--- src/rtl/uart_pkg.sv ---
// Shared UART definitions: default clocking, baud constants and the TX state encoding.
// The RX block is expected to import the same package.
package uart_pkg;

   localparam int unsigned UART_CLK_HZ   = 12_000_000;
   localparam int unsigned UART_BIT_RATE = 115_200;

   typedef enum logic [1:0] {
      IDLE  = 2'd0,
      START = 2'd1,
      DATA  = 2'd2,
      STOP  = 2'd3
   } tx_state_e;

   // Integer truncation is intentional: the residual baud error is tolerated by 8N1 receivers.
   function automatic int unsigned cycles_per_bit(input int unsigned clk_hz,
                                                  input int unsigned bit_rate);
      return clk_hz / bit_rate;
   endfunction

endpackage

--- src/rtl/uart_tx_unit.sv ---
// 8N1 LSB-first serial transmitter; txd falls and busy rises on the edge that accepts en.
// Requests are ignored while busy; en held high restarts after one idle cycle.
module uart_tx_unit
   import uart_pkg::*;
#(
   parameter int unsigned CLK_HZ       = UART_CLK_HZ,
   parameter int unsigned BIT_RATE     = UART_BIT_RATE,
   parameter int unsigned PAYLOAD_BITS = 8,
   parameter int unsigned STOP_BITS    = 1
) (
   input  logic                    clk,
   input  logic                    resetn,
   input  logic [PAYLOAD_BITS-1:0] uart_tx_data,
   input  logic                    uart_tx_en,
   output logic                    uart_txd,
   output logic                    uart_tx_busy
);

   localparam int unsigned CYCLES_PER_BIT = cycles_per_bit(CLK_HZ, BIT_RATE);
   localparam int unsigned CNT_W          = $clog2(CYCLES_PER_BIT * STOP_BITS + 1);
   localparam int unsigned IDX_W          = (PAYLOAD_BITS > 1) ? $clog2(PAYLOAD_BITS) : 1;

   localparam logic [CNT_W-1:0] BIT_LAST  = CNT_W'(CYCLES_PER_BIT - 1);
   localparam logic [CNT_W-1:0] STOP_LAST = CNT_W'(CYCLES_PER_BIT * STOP_BITS - 1);
   localparam logic [IDX_W-1:0] IDX_LAST  = IDX_W'(PAYLOAD_BITS - 1);

   tx_state_e               state, state_nxt;
   logic [CNT_W-1:0]        cyc_cnt, cyc_cnt_nxt;
   logic [IDX_W-1:0]        bit_idx, bit_idx_nxt;
   logic [PAYLOAD_BITS-1:0] shift_q, shift_nxt;
   logic                    txd_q, txd_nxt;
   logic                    busy_q, busy_nxt;

   // Line and busy are next-state registered so txd comes straight from a flop.
   always_comb begin
      state_nxt   = state;
      cyc_cnt_nxt = cyc_cnt;
      bit_idx_nxt = bit_idx;
      shift_nxt   = shift_q;
      txd_nxt     = txd_q;
      busy_nxt    = busy_q;

      case (state)
         IDLE: begin
            txd_nxt  = 1'b1;
            busy_nxt = 1'b0;
            if (uart_tx_en) begin
               state_nxt   = START;
               shift_nxt   = uart_tx_data;
               cyc_cnt_nxt = '0;
               bit_idx_nxt = '0;
               txd_nxt     = 1'b0;
               busy_nxt    = 1'b1;
            end
         end

         START: begin
            if (cyc_cnt == BIT_LAST) begin
               state_nxt   = DATA;
               cyc_cnt_nxt = '0;
               bit_idx_nxt = '0;
               txd_nxt     = shift_q[0];
            end else begin
               cyc_cnt_nxt = cyc_cnt + CNT_W'(1);
            end
         end

         DATA: begin
            if (cyc_cnt == BIT_LAST) begin
               cyc_cnt_nxt = '0;
               if (bit_idx == IDX_LAST) begin
                  state_nxt = STOP;
                  txd_nxt   = 1'b1;
               end else begin
                  bit_idx_nxt = bit_idx + IDX_W'(1);
                  shift_nxt   = shift_q >> 1;
                  txd_nxt     = shift_nxt[0];
               end
            end else begin
               cyc_cnt_nxt = cyc_cnt + CNT_W'(1);
            end
         end

         STOP: begin
            txd_nxt = 1'b1;
            if (cyc_cnt == STOP_LAST) begin
               state_nxt   = IDLE;
               cyc_cnt_nxt = '0;
               busy_nxt    = 1'b0;
            end else begin
               cyc_cnt_nxt = cyc_cnt + CNT_W'(1);
            end
         end

         default: begin
            state_nxt   = IDLE;
            cyc_cnt_nxt = '0;
            bit_idx_nxt = '0;
            txd_nxt     = 1'b1;
            busy_nxt    = 1'b0;
         end
      endcase
   end

   // Reset forces the line high directly, so an aborted frame never glitches low.
   always_ff @(posedge clk or negedge resetn) begin
      if (!resetn) begin
         state   <= IDLE;
         cyc_cnt <= '0;
         bit_idx <= '0;
         shift_q <= '0;
         txd_q   <= 1'b1;
         busy_q  <= 1'b0;
      end else begin
         state   <= state_nxt;
         cyc_cnt <= cyc_cnt_nxt;
         bit_idx <= bit_idx_nxt;
         shift_q <= shift_nxt;
         txd_q   <= txd_nxt;
         busy_q  <= busy_nxt;
      end
   end

   assign uart_txd     = txd_q;
   assign uart_tx_busy = busy_q;

endmodule

--- config.mk ---
export PLATFORM = sky130hd
export DESIGN_NAME = uart_tx_unit
export DESIGN_NICKNAME = d
export VERILOG_FILES = /design/src/rtl/uart_pkg.sv /design/src/rtl/uart_tx_unit.sv
export SDC_FILE = /design/constraint.sdc
export NUM_CORES = 1
export LEC_CHECK = 0
export ABC_AREA = 1
export ABC_CLOCK_PERIOD_IN_PS = 1500
export BUFFER_PORTS_ARGS = -buffer_cell sky130_fd_sc_hd__clkbuf_2
export CELL_PAD_IN_SITES_DETAIL_PLACEMENT = 1
export CELL_PAD_IN_SITES_GLOBAL_PLACEMENT = 1
export CORE_ASPECT_RATIO = 0.9
export CORE_MARGIN = 2
export CORE_UTILIZATION = 38
export DETAILED_ROUTE_END_ITERATION = 16
export PLACE_DENSITY_LB_ADDON = 0.1
export SYNTH_ARGS = -nofsm -noshare
export SYNTH_HDL_FRONTEND = slang
export SYNTH_SLANG_ARGS = --single-unit
--- constraint.sdc ---
create_clock -name clk -period 1.5 [get_ports clk]
set_input_delay 0 -clock clk [delete_from_list [all_inputs] [get_ports clk]]
set_output_delay 0 -clock clk [all_outputs]
set_load 0.02 [all_outputs]
==> results.sh, run 1 <==
export IMPL_status="complete, no violations"
export IMPL_maxSlewHeadroom_pct=62.65
export IMPL_avgRoutedWirePerCell_um=13.47
export IMPL_io_pins=13
export IMPL_cp_cell_sequence="buf_6, ha_4, inv_2, nand2_2, nand3_2, inv_4, buf_4, nand3_1, nand2_1"
export IMPL_dieArea_um2=3920
export IMPL_syn_inst=169
export IMPL_drt_wl_total_um=3272
export IMPL_drive_gt1_share_pct=31.16
export IMPL_leakagePower_uw=0.0008785
export IMPL_synth_top_cell_area_share_pct=40.27
export IMPL_end_kind="flip-flop"
export IMPL_irDropWorstVdd_mv=1.109
export IMPL_final_common_cell="nand2_1"
export IMPL_worstPathRequired_ps=1660
export IMPL_max_stage_delay_ps=420
export IMPL_remaining_drc_errors=0
export IMPL_finalClockSkew_ps=3.006
export IMPL_dpl_hpwl_um=2384
export IMPL_cts_buffers=3
export IMPL_via_count=1190
export IMPL_drv_cap=0
export IMPL_fin_tns_setup_ps=0
export IMPL_grt_max_degree=23
export IMPL_most_common_layout_cells="nand2_1 (59), dfrtp_1 (21), nand3_1 (17)"
export IMPL_dieWidth_um=65.77
export IMPL_post_route_min_period_ps=1461
export IMPL_overflow=0
export IMPL_place_congestion=0.7190
export IMPL_synth_area_top_cells="dfrtp_1 (40%), nand2_1 (19%), ha_1 (7.7%)"
export IMPL_worst_slack_ps=39.20
export IMPL_cp_data_arrival_time_ps=1620
export IMPL_area_growth_synth_to_final_pct=30.68
export IMPL_final_max_slew_viol_count=0
export IMPL_die_h_um=59.60
export IMPL_hold_violations=0
export IMPL_p_per_area_nw_per_um2=2118
export IMPL_path_clk_slew_ps=80
export IMPL_min_path_type="input pin to flip-flop"
export IMPL_cts_tree="yes"
export IMPL_antenna_found_initial=0
export IMPL_numClockSinks=22
export IMPL_synth_top_area_cell="dfrtp_1"
export IMPL_pre_cts_ws_ps=-43.12
export IMPL_synth_cell_types=26
export IMPL_dr_pass1_iters=4
export IMPL_synth_net_count=188
export IMPL_clock_latency_ps=270
export IMPL_clock_fmax_mhz=684.6
export IMPL_yosysWarnings=0
export IMPL_yosysSeqAreaShare_pct=42.28
export IMPL_row_count=20
export IMPL_postRouteAntennaNets=0
export IMPL_finalSetupViolations=0
export IMPL_portBuffers=12
export IMPL_vias_per_cell=4.897
export IMPL_critPathSlowestCell="dfrtp_1"
export IMPL_grtUsageTotal_pct=18.96
export IMPL_htree_levels=1
export IMPL_drtIter0Drc=41
export IMPL_cts_root_buf="clkbuf_8"
export IMPL_syn_cell_area_um2=1305
export IMPL_cts_buffer_depth=2
export IMPL_path_class="flip-flop to flip-flop"
export IMPL_core_um2=3328
export IMPL_diodes=0
export IMPL_period_share_pct=97.39
export IMPL_synth_seq_cells=22
export IMPL_cp_max_fo=5
export IMPL_syn_avg_cell_area_um2=7.722
export IMPL_start_util_pct=39.21
export IMPL_cp_start_kind="flip-flop"
export IMPL_tightest_slew_ps=560.3
export IMPL_grt_pass1_vias=1278
export IMPL_rsz0062_at_grt="yes"
export IMPL_nets=219
export IMPL_grt_pass1_wl_um=5589
[worst paths after layout]
check / start / end / slack, ps / cells after the start
max reg2reg: state[1]$_DFFE_PN0P_ / shift_q[6]$_DFFE_PN0P_ / 40 / 9
min in group asynchronous: resetn / state[0]$_DFFE_PN0P_ / 250 / 2
max: state[1]$_DFFE_PN0P_ / shift_q[6]$_DFFE_PN0P_ / 40 / 9
max in group asynchronous: resetn / shift_q[5]$_DFFE_PN0P_ / 880 / 2
min: uart_tx_data[4] / shift_q[4]$_DFFE_PN0P_ / 70 / 5
min reg2reg: shift_q[7]$_DFFE_PN0P_ / shift_q[7]$_DFFE_PN0P_ / 480 / 2
[critical path, delay by kind of cell (launching register included)]
family                     cells  cell delay (ps)
buffers and inverters          4              430
DFF                            1              420
and+or+nand+nor                4              330
adders and majority gates      1              160
[synth_stat cells]
master	n
nand3_1	18
ha_1	8
buf_2	1
nor2_1	9
o21bai_1	2
a21oi_1	2
o21ai_2	2
clkinv_1	1
or2_1	1
nand4_1	3
o21ai_0	2
nor2_2	1
nand2_2	5
or2_0	1
a21oi_2	1
inv_4	1
nand2_4	1
inv_1	10
dfrtp_1	21
buf_6	2
dfstp_2	1
inv_2	5
o21ai_1	3
nand3_4	1
nand2_1	65
xor2_1	2
[layer usage]
layer	vias up	global-route usage (%)	share of wire, %
met5	-	0	0
met4	0	3.571	0.58
met3	2	4.563	2.7
met2	12	36.08	53
met1	582	21.62	44
li1	594	-	-
[stage by stage]
stage	std cells	utilization (%)	hold WS [ps]	instance area, µm²	power [µW]
detailed placement	232	44.47	24.79	1480	2655
global placement	232	44.47	14.53	1480	2565
global route	243	51.24	96.36	1705	3938
CTS	241	48.42	66.12	1612	3356
floorplan	169	-	-295.6	1305	2123
finish	243	51.24	69.19	1705	3612
[what timing repair did]
item                                   CTS  global route
gates resized for setup                  4            21
pin swaps                                1             8
setup buffers                            2             2
setup endpoints to repair               10            15
hold buffers                             3             0
endpoints found under the hold margin   23             0
[layout make-up]
class                           count  area [µm²]
Tap cell                           44       55.05
Timing Repair Buffer               29       219.0
Inverter                           17       68.82
Clock buffer                        3       41.29
Sequential cell                    22       551.8
Clock inverter                      1       30.03
Multi-Input combinational cell    127       739.5
Fill cell                         427        1623
[where the power goes]
| group | internal, µW | switching [µW] | total (µW) |
|---|---|---|---|
| combinational | 868 | 1200 | 2070 |
| clock | 357 | 205 | 562 |
| sequential | 829 | 153 | 983 |
| total | 2050 | 1560 | 3610 |
[flip-flops by register name, indices dropped and copies added (netlist names)]
signal and flops:
uart_txd 1, shift_q 8, state 2, uart_tx_busy 1, bit_idx 3, cyc_cnt 7
[kinds of logic (layout without fill, tap and decap cells)]
family                   Yosys count  after routing  share of synthesized area [%]
AND/OR/NAND/NOR                  105            105                          35.67
flip-flops                        22             22                          42.28
buffers and inverters             20             50                          7.191
AO/OA/AOI/OAI                     12             12                          5.848
adder cells (fa/ha/maj)            8              8                          7.670
XOR/XNOR                           2              2                          1.343
Power figures use the tool's default switching activity.
==> run 2: changes to the inputs <==
--- a/config.mk
+++ b/config.mk
@@ -6,14 +6,15 @@
 export NUM_CORES = 1
 export LEC_CHECK = 0
 export ABC_AREA = 1
-export ABC_CLOCK_PERIOD_IN_PS = 1500
+export ABC_CLOCK_PERIOD_IN_PS = 1650
 export BUFFER_PORTS_ARGS = -buffer_cell sky130_fd_sc_hd__clkbuf_2
 export CELL_PAD_IN_SITES_DETAIL_PLACEMENT = 1
 export CELL_PAD_IN_SITES_GLOBAL_PLACEMENT = 1
 export CORE_ASPECT_RATIO = 0.9
 export CORE_MARGIN = 2
-export CORE_UTILIZATION = 38
+export CORE_UTILIZATION = 42
 export DETAILED_ROUTE_END_ITERATION = 16
+export MAX_ROUTING_LAYER = met4
 export PLACE_DENSITY_LB_ADDON = 0.1
 export SYNTH_ARGS = -nofsm -noshare
 export SYNTH_HDL_FRONTEND = slang
==> constraint.sdc (replaced) <==
create_clock -name clk -period 1.65 [get_ports clk]
set_input_delay 0 -clock clk [delete_from_list [all_inputs] [get_ports clk]]
set_output_delay 0 -clock clk [all_outputs]
set_load 0.02 [all_outputs]
==> run 2 against run 1 <==
Worst setup slack gained 68 ps. Final area is 9.5% lower. Sequential power shrank 9.7%. Largest cell class unchanged. Fmax fell by 5.3%. Hold slack worse by 69 ps.
==> results.sh, run 2 (synthesis results as in run 1) <==
export IMPL_status="complete, no violations"
export IMPL_overflow=0
export IMPL_pre_cts_ws_ps=47.65
export IMPL_vias_per_cell=4.832
export IMPL_drive_gt1_share_pct=22.96
export IMPL_antenna_found_initial=0
export IMPL_largest_register_ffs=8
export IMPL_fin_tns_setup_ps=0
export IMPL_end_kind="flip-flop"
export IMPL_avgRoutedWirePerCell_um=13.62
export IMPL_final_common_cell="nand2_1"
export IMPL_final_area_um2=1544
export IMPL_p_per_area_nw_per_um2=1760
export IMPL_portBuffers=12
export IMPL_holdPathEnd="shift_q[0]$_DFFE_PN0P_"
export IMPL_grt_max_degree=23
export IMPL_diodes=0
export IMPL_cts_buffers=3
export IMPL_nets=216
export IMPL_final_max_slew_viol_count=0
export IMPL_regMostFlops="shift_q"
export IMPL_cp_cell_sequence="inv_1, ha_2, inv_1, nand2_2, nand3_1, inv_4, buf_4, nand3_1, nand2_1"
export IMPL_reg2reg_to="shift_q[5]$_DFFE_PN0P_"
export IMPL_grtUsageTotal_pct=20.74
export IMPL_finalSetupViolations=0
export IMPL_path_class="flip-flop to flip-flop"
export IMPL_leakagePower_uw=0.0008187
export IMPL_min_path_type="input pin to flip-flop"
export IMPL_dieArea_um2=3570
export IMPL_place_congestion=0.7978
export IMPL_dr_pass1_iters=4
export IMPL_cp_start_kind="flip-flop"
export IMPL_die_h_um=56.88
export IMPL_remaining_drc_errors=0
export IMPL_drtIter0Drc=33
export IMPL_fin_cells=238
export IMPL_period_share_pct=93.51
export IMPL_cts_root_buf="clkbuf_4"
export IMPL_cp_num_buf_inv=4
export IMPL_grt_pass1_vias=1224
export IMPL_max_stage_delay_ps=430
export IMPL_reg_largest_list="shift_q: 8 flops, cyc_cnt: 7 flops, bit_idx: 3 flops"
export IMPL_clock_fmax_mhz=648.1
export IMPL_htree_levels=1
export IMPL_grt_pass1_wl_um=5595
export IMPL_maxSlewHeadroom_pct=60.94
export IMPL_worstPathRequired_ps=1920
export IMPL_reg2reg_from="state[0]$_DFFE_PN0P_"
export IMPL_placed_cells=224
export IMPL_postPlaceCellArea_um2=1420
export IMPL_area_growth_synth_to_final_pct=18.31
export IMPL_cts_tree="yes"
export IMPL_nFillCells=385
export IMPL_drt_wl_total_um=3242
export IMPL_drv_cap=0
export IMPL_clock_latency_ps=320
export IMPL_rrSetupSlack_ps=110
export IMPL_via_count=1150
export IMPL_numClockSinks=22
export IMPL_dieWidth_um=62.76
export IMPL_worstRegToRegCells=9
export IMPL_hold_depth=5
export IMPL_path_clk_slew_ps=130
export IMPL_rsz0062_at_grt="no"
export IMPL_postRouteAntennaNets=0
export IMPL_min_from="uart_tx_data[0]"
export IMPL_cts_buffer_depth=2
export IMPL_dpl_hpwl_um=2359
export IMPL_core_um2=3019
export IMPL_post_route_min_period_ps=1543
export IMPL_start_util_pct=43.22
export IMPL_cp_max_fo=8
export IMPL_seq_area_um2=551.8
export IMPL_tightest_slew_ps=586.0
export IMPL_critPathTopFamily="buffers and inverters"
export IMPL_fin_util_pct=51.14
export IMPL_multi_input_area_um2=666.9
export IMPL_hold_violations=0
export IMPL_io_pins=13
export IMPL_cp_data_arrival_time_ps=1820
export IMPL_most_common_layout_cells="nand2_1 (65), dfrtp_1 (21), nand3_1 (18)"
export IMPL_critPathSlowestCell="dfrtp_1"
export IMPL_finalClockSkew_ps=4.060
export IMPL_irDropWorstVdd_mv=0.7059
export IMPL_worst_slack_ps=107.1
export IMPL_row_count=19
run 2: changes by cell type in the layout (fill, tap and decap cells not counted), moves of 3 or more:
cell / before / now
clkbuf_4: 0 / 3
clkbuf_8: 3 / 0
nand2_1: 59 / 65
buf_6: 3 / 0
nand2_2: 9 / 5
ha_4: 3 / 0
run 2: worst max path at each step:
| stage | depth (start not counted) | start | slack (ps) | endpoint |
|---|---|---|---|---|
| 3_5_place_dp | 8 | state[0]$_DFFE_PN0P_ | 50 | cyc_cnt[3]$_DFFE_PN0P_ |
| 4_1_cts | 9 | state[1]$_DFFE_PN0P_ | 20 | shift_q[6]$_DFFE_PN0P_ |
| 3_3_place_gp | 7 | state[1]$_DFFE_PN0P_ | 110 | cyc_cnt[3]$_DFFE_PN0P_ |
| 2_1_floorplan | 7 | state[0]$_DFFE_PN0P_ | 260 | state[0]$_DFFE_PN0P_ |
| 5_1_grt | 9 | state[0]$_DFFE_PN0P_ | 10 | shift_q[1]$_DFFE_PN0P_ |
| 6_report | 9 | state[0]$_DFFE_PN0P_ | 110 | shift_q[5]$_DFFE_PN0P_ |
run 2: cell type report:
| cell class | instances | area share (%) |
|---|---|---|
| multi-input combinational | 127 | 43.19 |
| sequential | 22 | 35.74 |
| timing repair buffer | 26 | 11.51 |
| inverter | 17 | 4.457 |
| tap | 42 | 3.404 |
| clock buffer | 4 | 1.702 |
run 2: metrics by stage:
step	hold slack (ps)	total power (µW)
finish	0.3338	2717
global route	25.21	2961
global placement	21.95	2219
floorplan	-295.6	1930
CTS	1.454	2606
detailed placement	33.74	2305
run 2: routing by layer:
layer | track usage [%] | vias to the layer above | share of wire (%) | routed length (µm)
met3 | 4.208 | 5 | 2.5 | 81
met2 | 34.25 | 12 | 50 | 1609
met5 | - | - | 0 | 0
met1 | 25.66 | 548 | 46 | 1501
met4 | 6.667 | 0 | 1.5 | 50
li1 | - | 585 | - | -
run 2: worst min-delay path, stage by stage:
cell	delay (ps)
clkbuf_2	80
nand2_1	60
nand2_1	40
nand3_1	70
nand2_1	50
run 2: report_power, final:
group | leakage [µW] | total (µW) | internal [µW] | switching [µW]
Combinational | 0.000521 | 1550 | 599 | 953
Sequential | 0.000282 | 888 | 752 | 136
Clock | 0.0000150 | 278 | 94.9 | 183
run 2: repair_timing:
action                                  in CTS  in global routing
hold endpoints to repair                    26                  0
endpoints found under the setup margin       0                 16
setup buffers                                0                  5
hold buffers                                 5                  0
resized for setup                            0                  4
==> run 3: changes to the inputs <==
--- a/config.mk
+++ b/config.mk
@@ -11,9 +11,9 @@
 export CELL_PAD_IN_SITES_DETAIL_PLACEMENT = 1
 export CELL_PAD_IN_SITES_GLOBAL_PLACEMENT = 1
 export CORE_ASPECT_RATIO = 0.9
-export CORE_MARGIN = 2
 export CORE_UTILIZATION = 42
 export DETAILED_ROUTE_END_ITERATION = 16
+export GPL_ROUTABILITY_DRIVEN = 0
 export MAX_ROUTING_LAYER = met4
 export PLACE_DENSITY_LB_ADDON = 0.1
 export SYNTH_ARGS = -nofsm -noshare
==> run 3 against run 2 <==
Final area up 0.89%. Die area fell by 6.6%. Hold slack improved by 12 ps. Critical path depth stayed put. Sequential share of layout area decreased by 0.24 points. Non-clock buffer count shrank 3. Fmax shrank 1.2%. Total power increased by 1.8%. Critical path type unchanged.
==> results.sh, run 3 (synthesis results as in run 1) <==
export IMPL_nets=213
export IMPL_post_route_min_period_ps=1561
export IMPL_diodes=0
export IMPL_dr_pass1_iters=4
export IMPL_end_kind="flip-flop"
export IMPL_maxSlewHeadroom_pct=62.29
export IMPL_grt_pass1_wl_um=4836
export IMPL_finalClockSkew_ps=3.401
export IMPL_path_clk_slew_ps=120
export IMPL_start_util_pct=45.99
export IMPL_drv_cap=0
export IMPL_cp_max_fo=8
export IMPL_htree_levels=1
export IMPL_reg_largest_list="shift_q: 8 flops, cyc_cnt: 7 flops, bit_idx: 3 flops"
export IMPL_cts_tree="yes"
export IMPL_worstRegToRegCells=9
export IMPL_final_common_cell="nand2_1"
export IMPL_p_per_area_nw_per_um2=1776
export IMPL_core_um2=2838
export IMPL_largest_register_ffs=8
export IMPL_critPathSlowestCell="dfrtp_2"
export IMPL_cts_root_buf="clkbuf_4"
export IMPL_area_growth_synth_to_final_pct=19.37
export IMPL_fin_tns_setup_ps=0
export IMPL_startpoint="state[1]$_DFFE_PN0P_"
export IMPL_hold_violations=0
export IMPL_path_depth=9
export IMPL_remaining_drc_errors=0
export IMPL_portBuffers=12
export IMPL_clock_fmax_mhz=640.5
export IMPL_worst_slack_ps=88.73
export IMPL_reg2reg_from="state[1]$_DFFE_PN0P_"
export IMPL_avgRoutedWirePerCell_um=12.79
export IMPL_postRouteAntennaNets=0
export IMPL_nFillCells=371
export IMPL_dieWidth_um=60.76
export IMPL_cp_num_buf_inv=3
export IMPL_period_share_pct=94.62
export IMPL_drtIter0Drc=27
export IMPL_critPathTopFamily="flip-flops"
export IMPL_min_from="uart_tx_data[6]"
export IMPL_numClockSinks=22
export IMPL_cts_buffer_depth=2
export IMPL_via_count=1119
export IMPL_drive_gt1_share_pct=23.32
export IMPL_worstPathRequired_ps=1860
export IMPL_hold_depth=5
export IMPL_cp_data_arrival_time_ps=1770
export IMPL_overflow=0
export IMPL_postPlaceCellArea_um2=1418
export IMPL_dpl_hpwl_um=2165
export IMPL_cp_start_kind="flip-flop"
export IMPL_min_path_type="input pin to flip-flop"
export IMPL_status="complete, no violations"
export IMPL_io_pins=13
export IMPL_regMostFlops="shift_q"
export IMPL_leakagePower_uw=0.0008189
export IMPL_max_stage_delay_ps=460
export IMPL_tightest_slew_ps=565.6
export IMPL_irDropWorstVdd_mv=0.7666
export IMPL_final_max_slew_viol_count=0
export IMPL_vias_per_cell=4.803
export IMPL_drt_wl_total_um=2979
export IMPL_most_common_layout_cells="nand2_1 (65), dfrtp_1 (20), nand3_1 (18)"
export IMPL_clock_latency_ps=310
export IMPL_cts_buffers=3
export IMPL_path_class="flip-flop to flip-flop"
export IMPL_grt_pass1_vias=1100
export IMPL_grt_max_degree=23
export IMPL_grtUsageTotal_pct=20.33
export IMPL_row_count=18
export IMPL_die_h_um=54.88
export IMPL_finalSetupViolations=0
export IMPL_final_area_um2=1558
export IMPL_antenna_found_initial=0
export IMPL_p_total_uw=2766
export IMPL_pre_cts_ws_ps=25.60
export IMPL_dieArea_um2=3334
export IMPL_cp_cell_sequence="inv_1, ha_4, inv_1, nand2_2, nand3_1, inv_4, nand2_4, nand2_1, nand2_1"
run 3: worst min-delay path, cell delays in order:
cell	delay, ps
clkbuf_2	80
nand2_1	50
nand2_1	50
nand3_1	70
nand2_1	50
run 3: worst paths after layout:
check / end / slack [ps]
setup / recovery: shift_q[4]$_DFFE_PN0P_ / 90
hold / removal: shift_q[6]$_DFFE_PN0P_ / 10
setup reg to reg: shift_q[4]$_DFFE_PN0P_ / 90
hold reg to reg: shift_q[3]$_DFFE_PN0P_ / 500
max in group asynchronous: state[1]$_DFFE_PN0P_ / 1050
min in group asynchronous: bit_idx[0]$_DFFE_PN0P_ / 200
run 3: area by class of cell:
type / instances / area [µm²] / share of cell area (%)
clock buffers: 4 / 36.28 / 2.329
multi-input cells: 127 / 684.4 / 43.94
flip-flops and latches: 22 / 553.0 / 35.50
well taps: 40 / 50.05 / 3.213
repair buffers: 23 / 165.2 / 10.60
inverters: 17 / 68.82 / 4.418
run 3: repair_timing:
action	in CTS	in global routing
hold endpoints to repair	25	0
pin swaps	0	0
endpoints found under the setup margin	1	18
hold buffers	4	0
resized for setup	1	6
buffers inserted	0	3
run 3: report_power, final:
part / switching (µW) / internal (µW) / total, µW / leakage (µW)
registers: 148 / 755 / 903 / 0.000281
logic: 939 / 621 / 1560 / 0.000517
clock network: 169 / 135 / 304 / 0.0000210
total: 1250 / 1510 / 2770 / 0.000819
run 3: metrics by stage:
step,instances,utilization (%),hold WS (ps)
floorplan,169,-,-295.6
global placement,222,49.96,22.28
detailed placement,222,49.96,20.66
CTS,230,52.73,7.715
global route,233,54.89,19.73
finish,233,54.89,12.04
run 3: metal layers:
layer | track usage (%) | wire length (µm) | share of wire [%] | vias up
li1 | - | - | - | 581
met1 | 24.53 | 1444 | 48 | 525
met2 | 35.71 | 1460 | 49 | 11
met3 | 4.492 | 58 | 1.9 | 2
met4 | 3.030 | 15 | 0.50 | 0
met5 | - | 0 | 0 | -
